### src/rtl/cci_mpf_shim_wro_pkg.sv
// Shared types for the write-ordering filter controller and its remove queue.
package cci_mpf_shim_wro_pkg;

    // Default filter index width; instances may override it through HASH_BITS.
    localparam int unsigned HASH_BITS_DFLT = 14;

    // Filter index type at the default width.
    typedef logic [HASH_BITS_DFLT-1:0] wro_hash_t;

    // Controller phases: clear the filter RAM, then serve inserts and removes.
    typedef enum logic {
        StInit,
        StRun
    } wro_state_t;

endpackage

### src/rtl/cci_mpf_shim_wro_rm_fifo.sv
// Pending-remove queue: first-word fall-through FIFO with occupancy count.
// DEPTH must be a power of two so the pointers wrap naturally.
module cci_mpf_shim_wro_rm_fifo #(
    parameter int unsigned WIDTH = 14,
    parameter int unsigned DEPTH = 4
) (
    input  logic                     clk_i,
    input  logic                     reset_i,
    input  logic                     push_i,
    input  logic [WIDTH-1:0]         data_i,
    input  logic                     pop_i,
    output logic [WIDTH-1:0]         head_o,
    output logic                     empty_o,
    output logic                     full_o,
    output logic [$clog2(DEPTH):0]   count_o
);

    localparam int unsigned PTR_W = $clog2(DEPTH);

    logic [WIDTH-1:0] mem_q [DEPTH];
    logic [PTR_W-1:0] wr_ptr_q, rd_ptr_q;
    logic [PTR_W:0]   count_q, count_d;
    logic             do_push, do_pop;

    assign empty_o = (count_q == '0);
    assign full_o  = (count_q == (PTR_W+1)'(DEPTH));
    assign count_o = count_q;
    assign head_o  = mem_q[rd_ptr_q];
    assign do_push = push_i && !full_o;
    assign do_pop  = pop_i && !empty_o;

    // Occupancy: simultaneous push and pop leave it unchanged.
    always_comb begin
        count_d = count_q;
        case ({do_push, do_pop})
            2'b10:   count_d = count_q + 1'b1;
            2'b01:   count_d = count_q - 1'b1;
            default: count_d = count_q;
        endcase
    end

    // Pointer and count registers.
    always_ff @(posedge clk_i or posedge reset_i) begin
        if (reset_i) begin
            wr_ptr_q <= '0;
            rd_ptr_q <= '0;
            count_q  <= '0;
        end else begin
            if (do_push) wr_ptr_q <= wr_ptr_q + 1'b1;
            if (do_pop)  rd_ptr_q <= rd_ptr_q + 1'b1;
            count_q <= count_d;
        end
    end

    // Storage needs no reset; validity is tracked by the count.
    always_ff @(posedge clk_i) begin
        if (do_push) mem_q[wr_ptr_q] <= data_i;
    end

endmodule

### src/rtl/cci_mpf_shim_wro_filter_ctrl.sv
// Write-ordering filter controller: clears a 1-bit-per-hash filter RAM after
// reset, then sets bits on insert (reporting conflicts) and clears them from a
// queue of pending removes whenever the write port is otherwise idle.
module cci_mpf_shim_wro_filter_ctrl
    import cci_mpf_shim_wro_pkg::*;
#(
    parameter int unsigned HASH_BITS     = HASH_BITS_DFLT,
    parameter int unsigned RM_FIFO_DEPTH = 4
) (
    input  logic                 clk,
    input  logic                 reset,
    input  logic                 ins_valid,
    input  logic [HASH_BITS-1:0] ins_hash,
    output logic                 ins_ready,
    output logic                 ins_rsp_valid,
    output logic                 ins_rsp_conflict,
    input  logic                 rm_valid,
    input  logic [HASH_BITS-1:0] rm_hash,
    output logic [HASH_BITS-1:0] ram_raddr,
    input  logic                 ram_rdata,
    output logic                 ram_we,
    output logic [HASH_BITS-1:0] ram_waddr,
    output logic                 ram_wdata,
    output logic                 init_done,
    output logic                 err_rm_overflow,
    output logic                 stat_conflict
);

    localparam int unsigned CNT_W = $clog2(RM_FIFO_DEPTH) + 1;
    localparam logic [HASH_BITS-1:0] LAST_IDX = '1;

    wro_state_t           state_q, state_d;
    logic [HASH_BITS-1:0] sweep_q, sweep_d;
    logic                 s1_valid_q;
    logic [HASH_BITS-1:0] s1_hash_q;
    logic                 byp_hit_q, byp_data_q;
    logic                 err_q;
    logic                 in_run, ins_acc, eff_bit;

    logic                 fifo_push, fifo_pop, fifo_empty, fifo_full;
    logic [HASH_BITS-1:0] fifo_head;
    logic [CNT_W-1:0]     fifo_count;

    assign in_run          = (state_q == StRun);
    assign init_done       = in_run;
    // Keep one slot spare for the remove that may arrive alongside the last insert.
    assign ins_ready       = in_run && (fifo_count < CNT_W'(RM_FIFO_DEPTH - 1));
    assign ins_acc         = ins_valid && ins_ready;
    assign ram_raddr       = ins_acc ? ins_hash : '0;
    // RAM returns old data on read-during-write, so forward last cycle's write.
    assign eff_bit         = byp_hit_q ? byp_data_q : ram_rdata;
    assign fifo_push       = rm_valid && in_run && !fifo_full;
    assign err_rm_overflow = err_q;

    cci_mpf_shim_wro_rm_fifo #(
        .WIDTH (HASH_BITS),
        .DEPTH (RM_FIFO_DEPTH)
    ) u_rm_fifo (
        .clk_i   (clk),
        .reset_i (reset),
        .push_i  (fifo_push),
        .data_i  (rm_hash),
        .pop_i   (fifo_pop),
        .head_o  (fifo_head),
        .empty_o (fifo_empty),
        .full_o  (fifo_full),
        .count_o (fifo_count)
    );

    // Next state and write-port arbitration: sweep, then insert write, then drain.
    always_comb begin
        state_d          = state_q;
        sweep_d          = sweep_q;
        ram_we           = 1'b0;
        ram_waddr        = '0;
        ram_wdata        = 1'b0;
        ins_rsp_valid    = 1'b0;
        ins_rsp_conflict = 1'b0;
        stat_conflict    = 1'b0;
        fifo_pop         = 1'b0;
        unique case (state_q)
            StInit: begin
                sweep_d = sweep_q + 1'b1;
                if (!reset) begin
                    ram_we    = 1'b1;
                    ram_waddr = sweep_q;
                end
                if (sweep_q == LAST_IDX) state_d = StRun;
            end
            StRun: begin
                if (s1_valid_q) begin
                    ins_rsp_valid = 1'b1;
                    if (eff_bit) begin
                        ins_rsp_conflict = 1'b1;
                        stat_conflict    = 1'b1;
                    end else begin
                        ram_we    = 1'b1;
                        ram_waddr = s1_hash_q;
                        ram_wdata = 1'b1;
                    end
                end
                if (!ram_we && !fifo_empty) begin
                    fifo_pop  = 1'b1;
                    ram_we    = 1'b1;
                    ram_waddr = fifo_head;
                end
            end
        endcase
    end

    // State, insert pipeline, bypass and sticky error registers.
    always_ff @(posedge clk or posedge reset) begin
        if (reset) begin
            state_q    <= StInit;
            sweep_q    <= '0;
            s1_valid_q <= 1'b0;
            s1_hash_q  <= '0;
            byp_hit_q  <= 1'b0;
            byp_data_q <= 1'b0;
            err_q      <= 1'b0;
        end else begin
            state_q    <= state_d;
            sweep_q    <= sweep_d;
            s1_valid_q <= ins_acc;
            s1_hash_q  <= ins_hash;
            byp_hit_q  <= ram_we && (ram_waddr == ins_hash);
            byp_data_q <= ram_wdata;
            err_q      <= err_q | (rm_valid && (!in_run || fifo_full));
        end
    end

endmodule
### config.mk
export PLATFORM = sky130hd
export DESIGN_NAME = cci_mpf_shim_wro_filter_ctrl
export DESIGN_NICKNAME = d
export VERILOG_FILES = /design/src/rtl/cci_mpf_shim_wro_pkg.sv /design/src/rtl/cci_mpf_shim_wro_rm_fifo.sv /design/src/rtl/cci_mpf_shim_wro_filter_ctrl.sv
export SDC_FILE = /design/constraint.sdc
export NUM_CORES = 1
export LEC_CHECK = 0
export ABC_CLOCK_PERIOD_IN_PS = 3280
export CORE_ASPECT_RATIO = 1.1
export CORE_MARGIN = 2
export CORE_UTILIZATION = 30
export DETAILED_ROUTE_END_ITERATION = 7
export PLACE_DENSITY_LB_ADDON = 0.1
export RECOVER_POWER = 50
export SETUP_SLACK_MARGIN = 0.4
export SLEW_MARGIN = 5
export SYNTH_ARGS = -nofsm -noshare
export SYNTH_HDL_FRONTEND = slang
export SYNTH_SLANG_ARGS = --single-unit
### constraint.sdc
create_clock -name clk -period 3.28 [get_ports clk]
set_input_delay 0.656 -clock clk [delete_from_list [all_inputs] [get_ports clk]]
set_output_delay 0.656 -clock clk [all_outputs]
set_load 0.005 [all_outputs]
# Yosys cells after proc, flatten, opt, wreduce, memory -nomap -nowiden
# Memory sizes are Yosys's and may differ from the RTL's.
# Cells that the tools add are included.
# op_classes
n_eq_ne	5
muxes	26
reduce_logical	16
add_sub_neg	5
order_cmp	1
n_bitwise	2
# ops
op	count
$mux W14	5
$pmux W14 S2	1
$mux W1	18
$add A14 B1 Y14 const B	1
$eq A14 B14 Y1	1
$eq A14 B14 Y1 const B	1
$logic_and A1 B1 Y1	9
$pmux W3 S2	1
$add A2 B1 Y2 const B	2
$logic_not A1 Y1	4
$add A3 B1 Y3 const B	1
$eq A3 B3 Y1 const B	1
$logic_not A3 Y1	1
$lt A3 B2 Y1 const B	1
$sub A3 B1 Y3 const B	1
$eq A2 B1 Y1 const B	1
$eq A2 B2 Y1 const B	1
$pmux W1 S2	1
$reduce_bool A2 Y1	1
$logic_or A1 B1 Y1	1
$not A1 Y1	1
$or A1 B1 Y1	1
# word_totals
inputBits	33
n_memories	1
output_inout_bits	36
ramBits	56
ff_bits	40
# memory_table
memory	depth	width	read_ports	rd_clocked_by_memory_dff	write_ports	line	source
u_rm_fifo.mem_q	4	14	1	0	1	cci_mpf_shim_wro_rm_fifo.sv:20	logic [WIDTH-1:0] mem_q [DEPTH];

# Longest topological paths before layout
# Gate-level depths: netlist of the first run.
# logic_depth
depth_word	11
mapped_depth	11
depth_no_buf	10

# By module
# From an unflattened synthesis of the first run, not the netlist that was laid out.
# unflattened
cells_unflattened	270
area_unflattened_um2	4187.8
# by_module_without_submodules
module	area_each_um2	instances	seq_area_each_um2	cells_per_inst
cci_mpf_shim_wro_rm_fifo	2484.9	1	1856.8	111
cci_mpf_shim_wro_filter_ctrl	1702.9	1	825.8	159

# Worst setup path after synthesis of the first run
# No wires, ideal clock.
# synth_timing
path_type	input to register
startpoint	in reset
endpoint	reg byp_hit_q
setup_time_ns	0.096
cell_stages	6
path_buffers	0
t_required_ns	3.184
arrival_time_ns	2.618
slack_ns	0.566
path_cell_list	inv_1 -> a32oi_1 -> nand3_1 -> nand4bb_1 -> or4_1 -> nor4_2
# synth_between
elab_chain_cells	4
elab_cells_between_ends	6
cone_classes	1 x eq/ne; 4 x mux; 1 x reduce/logical
# synth_rtl
element	line	source
from (decl)	cci_mpf_shim_wro_filter_ctrl.sv:11	input logic reset,
$mux W14	cci_mpf_shim_wro_filter_ctrl.sv:84	if (!reset) begin
$pmux W14 S2	cci_mpf_shim_wro_filter_ctrl.sv:81	unique case (state_q)
$eq A14 B14 Y1	cci_mpf_shim_wro_filter_ctrl.sv:126	byp_hit_q <= ram_we && (ram_waddr == ins_hash);
$logic_and A1 B1 Y1 (*)	cci_mpf_shim_wro_filter_ctrl.sv:126	
to (signal assigned)	cci_mpf_shim_wro_filter_ctrl.sv:126	
to (decl)	cci_mpf_shim_wro_filter_ctrl.sv:36	logic byp_hit_q, byp_data_q;
# Every way passes the cells marked *; elsewhere a longest branch is shown, timed or not.
# A chain may end at the register's enable or synchronous reset.

# Worst setup path after layout of the first run
# layout_timing
startpoint	reg state_q (netlist: init_done)
endpoint	out ram_raddr[10]
# layout_between
elab_chain_cells	3
# layout_rtl
element	line	source
from (decl)	cci_mpf_shim_wro_filter_ctrl.sv:32	wro_state_t state_q, state_d;
from (signal assigned)	cci_mpf_shim_wro_filter_ctrl.sv:114	state_q <= StInit;
from (signal assigned)	cci_mpf_shim_wro_filter_ctrl.sv:122	state_q <= state_d;
$logic_and A1 B1 Y1	cci_mpf_shim_wro_filter_ctrl.sv:47	assign ins_ready = in_run && (fifo_count < CNT_W'(RM_FIFO_DEPTH - 1));
$logic_and A1 B1 Y1	cci_mpf_shim_wro_filter_ctrl.sv:48	assign ins_acc = ins_valid && ins_ready;
$mux W14	cci_mpf_shim_wro_filter_ctrl.sv:49	assign ram_raddr = ins_acc ? ins_hash : '0;
to (decl)	cci_mpf_shim_wro_filter_ctrl.sv:19	output logic [HASH_BITS-1:0] ram_raddr,
# Every way passes these cells.

==> summary.txt, run 1 <==
Run status
  • Status: complete, no violations

Synthesis
  • Post-synthesis sequential area ratio: 60.5%
  • Number of enable flip-flop cells after synthesis: 56
  • Distinct cells, synth: 57
  • Synthesis-stage register bit count: 96
  • Synth Instances: 329
  • Top_reg_cell synth: edfxtp_1
  • Async S/R FF share, synth: 41.7%
  • Syn Nets: 369
  • Syn Area/Cell: 13.5 µm²
  • Mapped Area: 4430 µm²
  • Synth Warn #: 0

Die
  • IO Pins: 69
  • Core Area: 14400 µm²
  • Die X: ~120 µm
  • Die area: 15800 µm²
  • Num rows: 46
  • Die Height: approximately 130 µm
  • Initial Utilization: 30.7%

Setup path
  • Critical Path End Type: output pin
  • Crit path max-delay family: buffers and inverters
  • R2R Path Start: u_rm_fifo.rd_ptr_q[1]$_DFFE_PP0P_
  • CP Buf/Inv Count: 4
  • Most common cell on crit path: buf_4
  • Biggest cell delay along the critical path: 0.51 ns
  • Crit-path cells: buf_4, inv_1, a211oi_1, buf_4, and3_1, clkdlybuf4s50_1
  • WP data arrival: 2.35 ns
  • CP max FO: 6
  • Crit. Startpoint: init_done$_DFF_PP0_
  • Critical path class: flip-flop to output pin
  • Required time of the critical path: 2.62 ns
  • CP max-delay cell: clkdlybuf4s50_1
  • CP Launch Type: flip-flop

Placement
  • Post-place instance area: 5520 µm²
  • Port buffer count: 68
  • Hpwl dp: 8870 µm
  • Dpl ws: -0.0736 ns
  • GP Congestion: approximately 0.85

Global route
  • Global-route wire length before repair: 19300 µm
  • Tot GR Track Use: 16.4%
  • Largest net degree at the start of global routing: 41
  • Initial antenna violation count: 0
  • Congestion Overflow GR: 0
  • Vias in the first global route: roughly 3300

Timing
  • Final worst slack: 0.278 ns
  • Period utilization: between 90% and 100%
  • F_max: 333 MHz
  • Hold slack: 0.458 ns
  • Fin. Hold Viols: 0
  • Setup TNS: 0 ns
  • Setup violations, final: 0
  • Least-Margin Pin Slew: 1.09 ns
  • Max Clock Skew: 0.00761 ns
  • Tmin final: roughly 3.0 ns
  • Fin. max-slew vios: 0
  • Max-slew headroom: 27.6%
  • RSZ-0062 raised after global routing: yes

Hold path
  • Hold Path Origin: err_rm_overflow$_DFF_PP0_
  • Hold WC Path Type: flip-flop to flip-flop

Finish
  • Share of post-route cells with drive strength above 1: 23.1%
  • Core Util, Final: 41.8%
  • Layout Nets: 491
  • Final Cell Area: between 6000 and 7000 µm²
  • Area grow syn2layout: 36.2%
  • Diodes inserted: 0

Clock network
  • CTS buffer count: 9
  • CTS Hold Bufs: 0
  • CTS Buffer Depth: 2
  • CTS tree: built
  • CTS Root Cell: clkbuf_16
  • H-tree lvl count: 3
  • Clock sink count: 96
  • CTS clk-pin slew, worst paths: approximately 0.06 ns
  • Clk Latency, worst-skew pair: 0.35 ns

Detailed routing
  • Drt first pass iters: 4
  • Routed Antenna Nets: 0
  • DRT Wirelength: 12300 µm
  • Per-cell routed wire length: 19.0 µm
  • Routed vias/inst: a little under 5
  • Routed vias: around 3100
  • DR iter-0 viols: between 150 and 200
  • Residual DRC count: 0

Job
  • MaxCap Viol Count: 0

Pwr
  • Leak: about 0.0025 µW
  • Max VDD drop: 0.000219 V
  • P per Cell Area: between 400 and 500 nW/µm²
flip-flops by register name (all words and copies together) (netlist names):
name and count:
init_done 1, s1_valid_q 1, byp_hit_q 1, u_rm_fifo.wr_ptr_q 2
u_rm_fifo.mem_q 56, byp_data_q 1, u_rm_fifo.rd_ptr_q 2, err_rm_overflow 1
sweep_q 14, s1_hash_q 14, u_rm_fifo.count_o 3
kinds of logic (layout without fill, tap and decap cells):
group	after synthesis	in the layout	share of synthesized area, %
compound gates	47	47	8.72
xor+xnor	25	25	4.94
fa+ha+maj	7	7	2.15
buf+inv	39	165	3.70
flops	96	96	60.5
mux	23	23	9.06
simple gates	92	92	10.9
synthesized netlist by cell type (5+ instances only):
library cell,number,share of area (%)
a222oi_1,6,1.4
and2_1,8,1.1
and3_1,20,2.8
buf_2,5,0.56
clkbuf_1,7,0.59
dfrtp_1,40,23
edfxtp_1,56,38
ha_1,6,1.7
inv_1,24,2.0
mux2i_1,9,2.0
mux4_1,5,3.0
mux4_2,7,3.6
nand2_1,31,2.6
nor2_1,8,0.68
nor2b_1,5,0.71
nor3_1,5,0.56
xnor2_1,15,3.0
xor2_1,10,2.0
metrics by stage:
step | cells | power (µW)
floorplan | 329 | 1350
global placement | 606 | 1440
detailed placement | 606 | 1440
CTS | 637 | 2560
global route | 647 | 2610
finish | 647 | 2520
layout make-up:
cell class	count	area [µm²]
inverters	25	95.1
multi-input cells	194	1610
clock inverters	6	83.8
flip-flops and latches	96	2690
clock buffers	9	225
fillers	1378	8410
repair buffers	125	1100
well taps	192	240
layout by cell type (no fill, tap or decap), types with 4 or more instances in the layout:
master,instances
nor3_1,4
xnor2_1,15
buf_4,42
mux4_2,12
nand3_1,4
clkbuf_16,9
inv_1,20
clkbuf_1,4
nand2_1,31
inv_2,4
edfxtp_1,56
a222oi_1,6
nor2_1,8
nor2b_1,5
clkbuf_2,5
o211ai_1,4
dfrtp_1,36
and2_1,8
mux2i_1,7
a32o_1,4
dlygate4sd3_1,27
buf_6,9
xor2_1,10
dlygate4sd2_1,8
and3_1,20
dfrtp_2,4
clkdlybuf4s50_1,27
ha_1,6
final timing paths:
kind	end	slack, ns	depth (start not counted)
max	ram_raddr[10]	0.28	6
min	err_rm_overflow$_DFF_PP0_	0.46	1
min reg2reg	err_rm_overflow$_DFF_PP0_	0.46	1
max reg2reg	byp_hit_q$_DFF_PP0_	0.64	8
max in group asynchronous	u_rm_fifo.rd_ptr_q[1]$_DFFE_PP0P_	1.30	3
min in group asynchronous	s1_hash_q[8]$_DFF_PP0_	1.24	3
layer usage:
| layer | vias up | wire [µm] | global-route usage [%] |
|---|---|---|---|
| met4 | 0 | 184 | 5.49 |
| met5 | - | 0 | 0 |
| li1 | 1480 | - | - |
| met2 | 66 | 6260 | 27.2 |
| met3 | 14 | 441 | 3.34 |
| met1 | 1575 | 5410 | 21.2 |
repair_timing:
item	4_1_cts	5_1_grt
pin swaps	7	8
setup endpoints to repair	31	18
setup buffers	16	10
resized for setup	34	22
where the power goes:
group	total, µW	switching, µW	internal [µW]
Clock	1110	450	662
Sequential	1290	5.09	1290
Combinational	111	60.5	50.4
Total	2520	516	2000
(Power assumes the default switching activity.)
==> inputs of run 2 (changes only) <==
--- a/config.mk
+++ b/config.mk
@@ -10,6 +10,7 @@
 export CORE_MARGIN = 2
 export CORE_UTILIZATION = 30
 export DETAILED_ROUTE_END_ITERATION = 7
+export GPL_TIMING_DRIVEN = 1
 export PLACE_DENSITY_LB_ADDON = 0.1
 export RECOVER_POWER = 50
 export SETUP_SLACK_MARGIN = 0.4
==> results of run 2 <==
No change in the layout: final DEF, timing and power equal those of run 1.
==> inputs of run 3 (changes only) <==
--- a/config.mk
+++ b/config.mk
@@ -6,6 +6,7 @@
 export NUM_CORES = 1
 export LEC_CHECK = 0
 export ABC_CLOCK_PERIOD_IN_PS = 3280
+export CAP_MARGIN = 40
 export CORE_ASPECT_RATIO = 1.1
 export CORE_MARGIN = 2
 export CORE_UTILIZATION = 30
==> results of run 3 <==
No change in the layout: final DEF, timing and power equal those of run 1.
